==> config.mk <==
export PLATFORM = sky130hd
export DESIGN_NAME = instr_fetch_unit
export DESIGN_NICKNAME = d
export VERILOG_FILES = /design/src/rtl/instr_fetch_unit.sv
export SDC_FILE = /design/constraint.sdc
export NUM_CORES = 1
export LEC_CHECK = 0
export BUFFER_PORTS_ARGS = -buffer_cell sky130_fd_sc_hd__buf_2
export CAP_MARGIN = 10
export CELL_PAD_IN_SITES_DETAIL_PLACEMENT = 1
export CELL_PAD_IN_SITES_GLOBAL_PLACEMENT = 1
export CORE_MARGIN = 10
export CORE_UTILIZATION = 37
export DETAILED_ROUTE_END_ITERATION = 7
export PLACE_DENSITY_LB_ADDON = 0.2
export SLEW_MARGIN = 20
export SYNTH_ARGS = -nofsm -noshare
export SYNTH_HDL_FRONTEND = slang
export SYNTH_SLANG_ARGS = --single-unit
==> constraint.sdc <==
create_clock -name clk -period 5.4 [get_ports clk]
set_input_delay 0.27 -clock clk [delete_from_list [all_inputs] [get_ports clk]]
set_output_delay 0.27 -clock clk [all_outputs]
set_load 0.02 [all_outputs]
==> src/rtl/instr_fetch_unit.sv <==
// -----------------------------------------------------------------------------
// instr_fetch_unit
//
// Fetches 32-bit instruction words from instruction memory using a
// request/response handshake. The fetched word is held in an instruction
// register. Opcode and Funct are decoded from that register for top_control.
// A resolved taken branch redirects the PC.
//
// Ports
//   clk, reset          system clock; asynchronous active-high reset
//   imem_req/imem_addr  one-cycle fetch request and its address
//   imem_rvalid/rdata   one-cycle response strobe and instruction word
//   stall               downstream not ready; hold the presented instruction
//   branch_taken/target redirect for the presented instruction
//   Instruction         instruction register
//   Opcode, Funct       fields decoded from Instruction
//   PC_out              address of the presented instruction
//   instr_valid         presented instruction outputs are valid
//   illegal_instr       presented opcode is not a supported class
//
// state | meaning
// ------+--------------------------------------------------------------
// FETCH | present a request (req_q=1) for pc_q, then move to WAIT
// WAIT  | wait for imem_rvalid, then load the instruction register
// ISSUE | present the instruction; advance or redirect when stall drops
// -----------------------------------------------------------------------------
module instr_fetch_unit #(
    parameter int                    ADDR_WIDTH = 64,
    parameter logic [ADDR_WIDTH-1:0] RESET_PC   = '0
) (
    input  logic                  clk,
    input  logic                  reset,
    output logic                  imem_req,
    output logic [ADDR_WIDTH-1:0] imem_addr,
    input  logic                  imem_rvalid,
    input  logic [31:0]           imem_rdata,
    input  logic                  stall,
    input  logic                  branch_taken,
    input  logic [ADDR_WIDTH-1:0] branch_target,
    output logic [31:0]           Instruction,
    output logic [6:0]            Opcode,
    output logic [3:0]            Funct,
    output logic [ADDR_WIDTH-1:0] PC_out,
    output logic                  instr_valid,
    output logic                  illegal_instr
);

    localparam logic [31:0] NOP_INSTR = 32'h0000_0013;

    typedef enum logic [1:0] {
        FETCH = 2'd0,
        WAIT  = 2'd1,
        ISSUE = 2'd2
    } state_t;

    state_t                state_q;
    logic [ADDR_WIDTH-1:0] pc_q;
    logic [ADDR_WIDTH-1:0] pc_out_q;
    logic [31:0]           instr_q;
    logic                  valid_q;
    logic                  req_q;

    // req_q is a registered output. After reset, FETCH spends one cycle
    // raising req_q, so the first request appears in the first clock after
    // reset is released. When ISSUE advances, it raises req_q on the way
    // into FETCH. FETCH then lasts exactly one cycle, which gives three
    // cycles per instruction at a memory latency of one cycle.
    always_ff @(posedge clk or posedge reset) begin
        if (reset) begin
            state_q  <= FETCH;
            pc_q     <= RESET_PC;
            pc_out_q <= '0;
            instr_q  <= NOP_INSTR;
            valid_q  <= 1'b0;
            req_q    <= 1'b0;
        end else begin
            case (state_q)
                FETCH: begin
                    if (req_q) begin
                        req_q   <= 1'b0;
                        state_q <= WAIT;
                    end else begin
                        req_q   <= 1'b1;
                    end
                end
                WAIT: begin
                    if (imem_rvalid) begin
                        instr_q  <= imem_rdata;
                        pc_out_q <= pc_q;
                        pc_q     <= pc_q + ADDR_WIDTH'(4);
                        valid_q  <= 1'b1;
                        state_q  <= ISSUE;
                    end
                end
                ISSUE: begin
                    // A branch_taken seen during a stall is ignored. The
                    // branch unit holds it until stall drops.
                    if (!stall) begin
                        valid_q <= 1'b0;
                        req_q   <= 1'b1;
                        state_q <= FETCH;
                        if (branch_taken) begin
                            pc_q <= branch_target & ~ADDR_WIDTH'(3);
                        end
                    end
                end
                default: begin
                    req_q   <= 1'b0;
                    valid_q <= 1'b0;
                    state_q <= FETCH;
                end
            endcase
        end
    end

    assign imem_req    = req_q;
    assign imem_addr   = pc_q;
    assign Instruction = instr_q;
    assign PC_out      = pc_out_q;
    assign instr_valid = valid_q;
    assign Opcode      = instr_q[6:0];
    assign Funct       = {instr_q[30], instr_q[14:12]};

    always_comb begin
        illegal_instr = 1'b0;
        case (instr_q[6:0])
            7'b0110011,
            7'b0010011,
            7'b0000011,
            7'b0100011,
            7'b1100011: illegal_instr = 1'b0;
            default:    illegal_instr = valid_q;
        endcase
    end

endmodule

==> results.yml, run 1 <==
floorplan:
  coreArea_sq_um: 21760
  core.rowCount: 54
  die_w_um: 168.2
  top_level_ports: 275
  die_h_um: 168.2
  initial_core_util_pct: 37.38
  die_area_sq_um: 28310
timing:
  tightest_slew_ps: 1071
  rsz0062_at_grt: "no"
  setup-tns-final_ps: 0
  finalCriticalPeriod_ps: 3071
  finalHoldViolCount: 0
  drv_slew: 0
  post-route-period-util_pct: 56.87
  finalSetupViolCount: 0
  relSlewSlack_pct: 28.44
  skew_ps: 14.71
  fmax_mhz: 325.7
setup_path:
  r2r_slack_ps: 2330
  crit_arrival_ps: 3390
  critPathMaxFanout: 35
  crit_required_ps: 5720
  worst_setup_path_start_kind: "register"
  r2r_cells: 5
  crit_type: "register to register"
  r2r-end: "imem_addr[25]"
  reg2reg_from: "state_q[0]"
  setup.worst_path.end_class: "register"
drt:
  avgRoutedWirePerCell_um: 20.91
  firstDrtPassIters: 5
  wl_mm: 31.52
  drc: 0
  antenna_left: 0
  routed-via-count: 8242
  drt_iter0_drc: 509
  avgViaCountPerCell: 5.469
power:
  seqPwrFrac_pct: 36.1
  vdd_ir_drop_max_v: 0.0002436
  swShare_pct: 48.91
  intPower_mw: 3.226
  p_switching_mw: 3.089
  power.leakage_nw: 4.994
  combPwrFrac_pct: 45.4
  clkPwrFrac_pct: 18.5
  p_per_area_nw_per_um2: 623.1
global_routing:
  grt_pass1_vias: 8479
  antenna_found_initial: 6
  grt_start_max_net_pins: 78
  grt_overflow_total: 0
  grt_use_total_pct: 21.70
  grt_first_pass_wirelength_mm: 49.85
min_path:
  hp-start: "imem_rdata[30]"
  whs_endpoint: "Instruction[30]"
  min_path_cells: 3
  hp-class: "primary input to register"
cells_and_area:
  fin_nets: 1313
  syn_to_final_growth_pct: 24.65
  fillers: 2759
  multi_input_area_sq_um: 3751
  drive_above_1_share_pct: 27.04
  utilization_pct: 46.59
  seq_area_sq_um: 4008
yosys:
  synth_ff_type: "dfrtp_1"
  avgSynthCellArea_sq_um: 8.189
  ys_warn_count: 0
  yosysMostFrequentCell: "nand2_1"
  yosysTopAreaCell: "dfrtp_1"
  yosysSeqAreaShare_pct: 49.28
  synthesis.area_sq_um: 8132
  synthTopCellsByCount: "332 x nand2_1, 157 x dfrtp_1, 57 x clkbuf_1"
  synth_cell_type_count: 60
  netlist_instances: 993
  synthTopCellsByArea: "dfrtp_1 48%, nand2_1 15%, nand3_1 3.0%, clkbuf_1 2.6%, a21oi_1 2.6%"
  yosysTopAreaCellShare_pct: 48.32
  synth-edff-count: 0
  synth-async-reset-ratio_pct: 100.0
  synth_seq_cells: 160
place:
  gp_congestion: 0.8636
  io_buffers: 268
  hpwl_mm: 22.89
clock_network:
  h-tree-depth: 4
  cts_tree: "built"
  post_cts_resized: 0
  clk_latency_ps: 430
  clkSinkCount: 160
  clk_path_buf_depth: 2
  cts_made_buffers: 17
  cts_setup_buffers: 0
  clk_pin_slew_ps: 80
  cts_root_buf: "clkbuf_16"
run_status:
  status: "finished, final reports clean"
job:
  cap_viol_max_count: 0
-- registers in the layout, indices dropped and copies added, names as in the netlist --
| register | cells |
|---|---|
| PC_out | 62 |
| imem_addr | 62 |
| Instruction | 32 |
| state_q | 2 |
| imem_req | 1 |
| instr_valid | 1 |
-- cells in the final DEF (no fill, tap or decap), types with 5 or more instances in the layout --
master     synthesis  routed
a21boi_0           5       5
a21oi_1           42      42
a2bb2oi_1          6       6
a31oi_1            6       6
and2_1             6       6
and3_1            11      11
and4_1             6       6
buf_2              4     268
buf_4             15      11
clkbuf_16          0      17
dfrtp_1          157     157
inv_1              8       7
inv_6              0       7
nand2_1          332     331
nand3_1           49      49
nand4_1           32      32
nor2_1            47      46
nor3_1            33      33
nor4_1            20      20
o211ai_1          10      10
o21ai_0           35      35
o22ai_1           14      14
or3_1             11      11
or4_1              6       6
-- worst max-delay path: stages, from the launching register on --
cell and delay [ps]:
dfrtp_1 500, nand4bb_1 770, nand2_2 920, buf_4 380, o21ai_0 130, a22o_1 240
-- power groups by stage --
stage | Sequential (mW) | Clock (mW) | Combinational, mW
floorplan | 2.73 | 0 | 1.37
global placement | 2.27 | 0 | 2.84
CTS | 2.28 | 1.20 | 2.93
global route | 2.38 | 1.26 | 3.16
finish | 2.28 | 1.17 | 2.87
detailed placement | 2.30 | 0 | 2.92
-- worst max path at each step --
stage / cells past startpoint / startpoint / end
3_3_place_gp: 5 / state_q[0] / imem_addr[25]
6_report: 5 / state_q[0] / imem_addr[25]
2_1_floorplan: 1 / reset / Instruction[10]
4_1_cts: 5 / state_q[0] / imem_addr[25]
3_5_place_dp: 5 / state_q[0] / imem_addr[25]
5_1_grt: 6 / state_q[0] / imem_addr[15]
-- per-stage QoR --
stage	cells	setup slack, ps	hold WS [ps]	instance area, sq um	total power, mW
after floorplan	996	815.0	353.1	8143	4.102
after global placement	1471	2300	427.3	9568	5.111
after detailed placement	1471	2323	436.7	9568	5.214
after CTS	1504	2313	4.017	10130	6.410
after global routing	1505	2102	8.385	10130	6.795
final	1507	2329	21.41	10140	6.315
-- kinds of logic (layout without fill, tap and decap cells) --
kind of cell | after synthesis | in the layout | synth area share, %
mux | 5 | 5 | 0.6462
fa+ha+maj | 1 | 1 | 0.1538
compound gates | 160 | 160 | 12.68
flops | 160 | 160 | 49.28
buf+inv | 92 | 320 | 5.016
simple gates | 573 | 573 | 32.07
xor+xnor | 1 | 1 | 0.1077
other cells | 1 | 7 | 0.04612
-- metal layers --
layer | GRT usage, % | routed length [um]
met1 | 27.31 | 13520
met2 | 34.58 | 14930
met3 | 7.381 | 2394
met4 | 6.283 | 638
met5 | 0 | 34
-- final cells by class --
cell class                 count  area share (%)
antenna                        3         0.07406
timing repair buffer         280           14.15
sequential                   160           39.54
multi-input combinational    744           37.01
clock inverter                15           1.234
tap                          280           3.456
clock buffer                  17           4.197
inverter                       8          0.3456
-- repair_timing --
| item | in CTS | in global routing |
|---|---|---|
| hold endpoints to repair | 67 | 0 |
| endpoints found under the setup margin | 0 | 0 |
| hold buffers | 1 | 0 |
No activity file was read; power rests on OpenSTA's default activity.
==> run 2, diff against run 1 <==
--- a/config.mk
+++ b/config.mk
@@ -10,7 +10,7 @@
 export CELL_PAD_IN_SITES_DETAIL_PLACEMENT = 1
 export CELL_PAD_IN_SITES_GLOBAL_PLACEMENT = 1
 export CORE_MARGIN = 10
-export CORE_UTILIZATION = 37
+export CORE_UTILIZATION = 33
 export DETAILED_ROUTE_END_ITERATION = 7
 export PLACE_DENSITY_LB_ADDON = 0.2
 export SLEW_MARGIN = 20
==> constraint.sdc (replaced) <==
create_clock -name clk -period 2.65 [get_ports clk]
set_input_delay 0.1325 -clock clk [delete_from_list [all_inputs] [get_ports clk]]
set_output_delay 0.1325 -clock clk [all_outputs]
set_load 0.02 [all_outputs]
==> results.yml, run 2 (same netlist as run 1, synthesis figures left out) <==
timing:
  finalCriticalPeriod_ps: 2411
  finalHoldViolCount: 14
  tightest_slew_ps: 931.7
  relSlewSlack_pct: 37.89
  fmax_mhz: 414.8
  drv_slew: 0
  rsz0062_at_grt: "no"
  finalSetupViolCount: 0
  post-route-period-util_pct: 90.98
  hold_slack_ps: -49.35
  skew_ps: 19.06
  setup-tns-final_ps: 0
clock_network:
  cts_root_buf: "clkbuf_16"
  cts_tree: "built"
  clk_path_buf_depth: 2
  clk_latency_ps: 430
  h-tree-depth: 4
  clkSinkCount: 160
  cts_made_buffers: 17
  clk_pin_slew_ps: 70
power:
  p_switching_mw: 6.336
  clkPwrFrac_pct: 19.8
  p_per_area_nw_per_um2: 1215
  total_power_mw: 13.43
  swShare_pct: 47.17
  seqPwrFrac_pct: 33.8
  combPwrFrac_pct: 46.4
  vdd_ir_drop_max_v: 0.0005084
  intPower_mw: 7.096
  power.leakage_nw: 5.400
floorplan:
  coreArea_sq_um: 24250
  die_area_sq_um: 31320
  die_w_um: 177.0
  core.rowCount: 57
  top_level_ports: 275
  die_h_um: 177.0
  initial_core_util_pct: 33.53
drt:
  firstDrtPassIters: 5
  drc: 0
  drt_iter0_drc: 573
  avgViaCountPerCell: 5.199
  wl_mm: 33.15
  antenna_left: 0
  routed-via-count: 8500
  avgRoutedWirePerCell_um: 20.27
setup_path:
  cp_slowest_cell: "dfrtp_1"
  crit_required_ps: 2990
  critPathMaxStageDelay_ps: 450
  cp_num_buf_inv: 1
  setup.worst_path.end_class: "register"
  r2r_slack_ps: 240
  worst_setup_path_start_kind: "register"
  r2r-end: "imem_addr[60]"
  r2r_cells: 6
  critPathMaxFanout: 9
  crit_type: "register to register"
  crit_family: "simple AND/OR/NAND/NOR gates"
  cp_cell_sequence: "nand3_1 > buf_4 > nor3_1 > nand4_2 > or3_1 > a211oi_1"
  crit_arrival_ps: 2750
  reg2reg_from: "imem_addr[19]"
cells_and_area:
  fillers: 2976
  fin_nets: 1397
  final_common_cell: "nand2_1"
  seq_area_sq_um: 4008
  multi_input_area_sq_um: 3757
  final_cell_mix: "331 x nand2_1, 268 x buf_2, 157 x dfrtp_1, 49 x nand3_1, 49 x dlygate4sd3_1"
  syn_to_final_growth_pct: 35.94
  drive_above_1_share_pct: 28.06
place:
  hpwl_mm: 23.61
  io_buffers: 268
  gp_congestion: 0.8915
global_routing:
  grt_start_max_net_pins: 161
  grt_first_pass_wirelength_mm: 53.70
  antenna_found_initial: 3
  grt_use_total_pct: 21.32
  grt_overflow_total: 0
  grt_pass1_vias: 9291
run_status:
  status: "finished, violations left"
  failed_checks: "negative hold slack"
min_path:
  hp-class: "primary input to async pin"
job:
  cap_viol_max_count: 0
==> run 2: cell types whose count changed in the layout (fill, tap and decap cells not counted), sizes merged <==
cell and delta:
buf +36, clkbuf +2, inv -6, bufinv +3, clkinvlp +1, dlygate4sd3 +48
==> run 2: power by group through the flow <==
stage	Clock, mW	Sequential (mW)	Combinational (mW)
after CTS	2.73	4.54	6.32
after floorplan	0	5.56	2.80
final	2.66	4.54	6.23
after global placement	0	4.52	6.14
after global routing	2.83	4.73	6.91
after detailed placement	0	4.57	6.24
==> run 2: worst reg2reg max path: cells and delay by family, from the launching register on <==
kind,cells,cell delay (ps)
buffers and inverters,1,270
AO/OA/AOI/OAI,1,230
flip-flops,1,450
AND/OR/NAND/NOR,4,1380
==> run 2: worst max-delay path by stage <==
| stage | from | end | slack, ps | cells past startpoint |
|---|---|---|---|---|
| 6_report | imem_addr[19] | imem_addr[60] | 240 | 6 |
| 4_1_cts | imem_addr[22] | imem_addr[40] | 260 | 5 |
| 5_1_grt | imem_addr[3] | imem_addr[40] | 10 | 7 |
| 3_3_place_gp | imem_addr[19] | imem_addr[60] | 340 | 6 |
| 3_5_place_dp | imem_addr[22] | imem_addr[40] | 280 | 5 |
| 2_1_floorplan | imem_addr[6] | imem_addr[51] | 330 | 6 |
==> run 2: timing repair <==
item                                   in CTS  in global routing
endpoints found under the hold margin      51                  0
buffers inserted                            0                  0
setup endpoints to repair                   0                  2
hold buffers                               49                  0
gates resized for setup                     0                  1
==> run 2: layer usage <==
layer	global-route usage [%]	vias up	wire length, um
li1	-	4044	-
met1	26.02	4198	14070
met2	35.28	220	16030
met3	6.699	36	2440
met4	6.375	2	593
met5	0	-	8
==> run 2: metrics by stage <==
stage / setup slack (ps) / instances / cell area [sq um] / util [%]
floorplan: 330.3 / 996 / 8147 / -
global placement: 343.3 / 1551 / 9930 / 40.95
detailed placement: 284.0 / 1551 / 9930 / 40.95
CTS: 263.4 / 1632 / 11040 / 45.53
global route: 12.32 / 1632 / 11050 / 45.56
finish: 239.0 / 1635 / 11050 / 45.59
==> run 2: final cells by class <==
type,instances,area share (%)
inverters,8,0.3056
flip-flops and latches,160,36.25
clock inverters,13,1.607
multi-input cells,744,33.99
diodes,3,0.06791
clock buffers,19,4.007
repair buffers,364,20.10
well taps,324,3.667
